### src/rtl/seq12_pkg.sv
// Shared definitions for the mod-12 custom-code sequence checker:
// lock states, the code table and the expected-successor function.
package seq12_pkg;

  localparam int unsigned CODE_W = 4;
  localparam int unsigned NUM_IDX = 12;

  typedef enum logic {
    HUNT   = 1'b0,
    LOCKED = 1'b1
  } state_t;

  // Counter state words {Q3,Q2,Q1,Q0} for indices 0..11
  localparam logic [CODE_W-1:0] CODE_0  = 4'b1000;
  localparam logic [CODE_W-1:0] CODE_1  = 4'b1010;
  localparam logic [CODE_W-1:0] CODE_2  = 4'b1011;
  localparam logic [CODE_W-1:0] CODE_3  = 4'b1101;
  localparam logic [CODE_W-1:0] CODE_4  = 4'b1110;
  localparam logic [CODE_W-1:0] CODE_5  = 4'b1111;
  localparam logic [CODE_W-1:0] CODE_6  = 4'b0000;
  localparam logic [CODE_W-1:0] CODE_7  = 4'b0001;
  localparam logic [CODE_W-1:0] CODE_8  = 4'b0010;
  localparam logic [CODE_W-1:0] CODE_9  = 4'b0100;
  localparam logic [CODE_W-1:0] CODE_10 = 4'b0101;
  localparam logic [CODE_W-1:0] CODE_11 = 4'b0111;

  // The four words never produced by a healthy counter: 0011, 0110, 1001, 1100.

  function automatic logic [CODE_W-1:0] next_idx(input logic [CODE_W-1:0] cur);
    return (cur == 4'(NUM_IDX - 1)) ? '0 : cur + 4'd1;
  endfunction

endpackage

### src/rtl/seq12_decode.sv
// Combinational lookup of a counter state word into its index 0..11.
module seq12_decode
  import seq12_pkg::*;
(
  input  logic [CODE_W-1:0] code_in,
  output logic              legal,
  output logic [CODE_W-1:0] dec
);

  always_comb begin
    legal = 1'b1;
    dec   = '0;
    case (code_in)
      CODE_0:  dec = 4'd0;
      CODE_1:  dec = 4'd1;
      CODE_2:  dec = 4'd2;
      CODE_3:  dec = 4'd3;
      CODE_4:  dec = 4'd4;
      CODE_5:  dec = 4'd5;
      CODE_6:  dec = 4'd6;
      CODE_7:  dec = 4'd7;
      CODE_8:  dec = 4'd8;
      CODE_9:  dec = 4'd9;
      CODE_10: dec = 4'd10;
      CODE_11: dec = 4'd11;
      default: legal = 1'b0;
    endcase
  end

endmodule

### config.mk
export PLATFORM = sky130hd
export DESIGN_NAME = seq12_decode
export DESIGN_NICKNAME = d
export VERILOG_FILES = /design/src/rtl/seq12_pkg.sv /design/src/rtl/seq12_decode.sv
export SDC_FILE = /design/constraint.sdc
export NUM_CORES = 1
export LEC_CHECK = 0
export ABC_AREA = 0
export CAP_MARGIN = 20
export CORE_AREA = 5 5 42 44
export DETAILED_ROUTE_END_ITERATION = 12
export DIE_AREA = 0 0 47 49
export GPL_TIMING_DRIVEN = 0
export PLACE_DENSITY = 0.38
export REMOVE_ABC_BUFFERS = 1
export SLEW_MARGIN = 20
export SYNTH_ARGS = -nofsm -noshare
export SYNTH_HDL_FRONTEND = slang
export SYNTH_SLANG_ARGS = --single-unit
export TNS_END_PERCENT = 20
### constraint.sdc
create_clock -name vclk -period 1.6
set_clock_uncertainty 0.05 [all_clocks]
set_input_delay 0.32 -clock vclk [all_inputs]
set_output_delay 0.32 -clock vclk [all_outputs]
set_load 0.05 [all_outputs]
==> summary.md <==
The run finished with clean final reports. The count of final hold-check violations was 0; the actual slew at the worst max-slew pin was 173 ps. For this design the static power due to leakage is 0.0881 nW. STA classifies the critical path startpoint as an input port. The final-layout worst hold slack is 1020 ps. The tools report the sequential fraction of the synthesis area as 0. Hold repair after CTS inserted 0 buffers. In the routed design, unresolved DRC markers number 0. The overall die height was 49 µm. The total I/O pin count was 9; the data arrival time of the critical path was 1120 ps. After synthesis, the mean cell area works out to 6.85 µm². The floorplan has 14 rows. STA classifies the critical path endpoint as an output port.

The logs give 0 for the initial antenna violation count and 0.0344 for the overall fraction of global-route tracks in use. Summing all flip-flop and latch instances after layout gives 0 µm². The data required time of the critical path came out at 1230 ps. The tools report the number of global-route vias before repair as 143. For the number of optimization iterations in the first detailed-route pass, the log shows 1. The fraction of layout instances using a drive strength above 1 was 0.481; the max-capacitance violation count was 0.

Post-detailed-route count of antenna-violating nets: 0. The tools report the total number of yosys warnings as 0. Routability-driven placement finished with a final weighted congestion of 0.588. The detailed router finished its first iteration with 0 violations. The logs give 0 for the number of clock buffer instances in the layout and 111 ps for the minimum setup slack in the final design. The kind of critical path was in2out. Global routing finished with a remaining overflow of 0. The die is 47 µm wide.

The share of the core filled with cells is 0.149, and the standard cell core area is 1400 µm². The run gives 0 ps as the setup TNS. The number of instances in the synthesized netlist was 19.

Leaving out fill and tap cells, the most frequent cell in the layout is sky130_fd_sc_hd__buf_4. The via count normalized by instance count is 3.65. Static timing analysis puts the maximum clock frequency at 672 MHz.

Entering global routing, the biggest net connects 11 pins. Timing analysis after detailed placement gives a worst setup slack of -1030 ps. The first global-routing pass estimated 648 µm of wire. Across the VDD grid, the largest voltage drop is 0.132 mV.

The post-route clock period utilization is 0.931. For the finished layout, the period the worst path requires is 1490 ps. Tracing the worst setup path back leads to its startpoint at code_in[2]. The max-slew violation total from the final report was 0; the sequential cell count was 0.

The die covers 2300 µm². Of all nets on the critical path, the largest fanout is 10. The tools report the starting utilization of the core area as 0.0929. Startpoint of the lowest-slack hold path: code_in[1].

The total vias in the final route was 157; the setup-violating endpoint count in the final report was 0. The mapped cell area is 130 µm², and the power per unit of standard cell area is 481 nW/µm². The average wire per standard cell works out to 8.51 µm. Setup repair after global routing left no endpoint under its margin. The headroom to the max-slew limit came out at 0.884. The netlist uses 14 different library cells.

The tools report the number of diodes as 0. The area overhead of the layout relative to synthesis came out at 60.6%. For this run, the post-layout net count is 33. The min-delay analysis places its worst path in the category in2out. For this block, the routed nets add up to 366 µm of wire. The power after layout is 0.000100 W, and the count of input and output buffers is 9.
## routing by layer
layer,GRT usage,up-vias,wire (µm)
met4,0,0,0
met5,0,-,0
met3,0.00369,0,44
met2,0.0407,8,106
met1,0.0652,65,215
li1,-,84,-
## what timing repair did
| action | CTS | global route |
|---|---|---|
| pin swaps | 0 | 1 |
| gates cloned | 0 | 0 |
| hold endpoints to repair | 0 | 0 |
| setup buffers | 0 | 0 |
| gates resized for setup | 44 | 10 |
| endpoints found under the setup margin | 5 | 5 |
## path summary, 6_finish.rpt
check / endpoint / slack (ps) / cells past startpoint
min: dec[1] / 1020 / 3
max: dec[0] / 110 / 5
## critical path, stage by stage
cell and delay [ps]:
sky130_fd_sc_hd__clkbuf_4 170, sky130_fd_sc_hd__and3b_1 240, sky130_fd_sc_hd__a211oi_2 40, sky130_fd_sc_hd__a21oi_1 130, sky130_fd_sc_hd__buf_4 220
## through the flow
step | instances | cell area (µm²)
2_1_floorplan | 18 | 119
3_3_place_gp | 43 | 229
3_5_place_dp | 43 | 229
4_1_cts | 43 | 213
5_1_grt | 43 | 209
6_report | 43 | 209
## synth_stat cells
master	n	share of area
sky130_fd_sc_hd__a211oi_2	1	0.096
sky130_fd_sc_hd__a21oi_1	2	0.077
sky130_fd_sc_hd__and3b_1	1	0.067
sky130_fd_sc_hd__buf_6	1	0.087
sky130_fd_sc_hd__mux2i_1	1	0.077
sky130_fd_sc_hd__nand2_1	1	0.029
sky130_fd_sc_hd__nand3_1	2	0.077
sky130_fd_sc_hd__nor2_1	3	0.087
sky130_fd_sc_hd__nor2b_1	1	0.048
sky130_fd_sc_hd__o21ai_0	1	0.038
sky130_fd_sc_hd__o2bb2ai_1	1	0.067
sky130_fd_sc_hd__or2_2	1	0.048
sky130_fd_sc_hd__xnor2_1	2	0.13
sky130_fd_sc_hd__xor2_1	1	0.067
## cells by family after synthesis
family                    count (synthesis)  synth area share
AOI/OAI and AO/OA                         5             0.279
xor gates and xnor gates                  3             0.202
and+or+nand+nor                           9             0.356
muxes                                     1            0.0769
buffers and inverters                     1            0.0865
## layout make-up
| class | count | area [µm²] |
|---|---|---|
| timing repair buffer | 9 | 60.1 |
| multi-input combinational | 18 | 129 |
| fill | 175 | 1190 |
| tap | 16 | 20.0 |
## power by group
group,switching [W],internal [W]
registers,0,0
logic,0.0000673,0.0000331
clock network,0,0
total,0.0000673,0.0000331
Note: power is estimated with default switching activity, not from simulation.
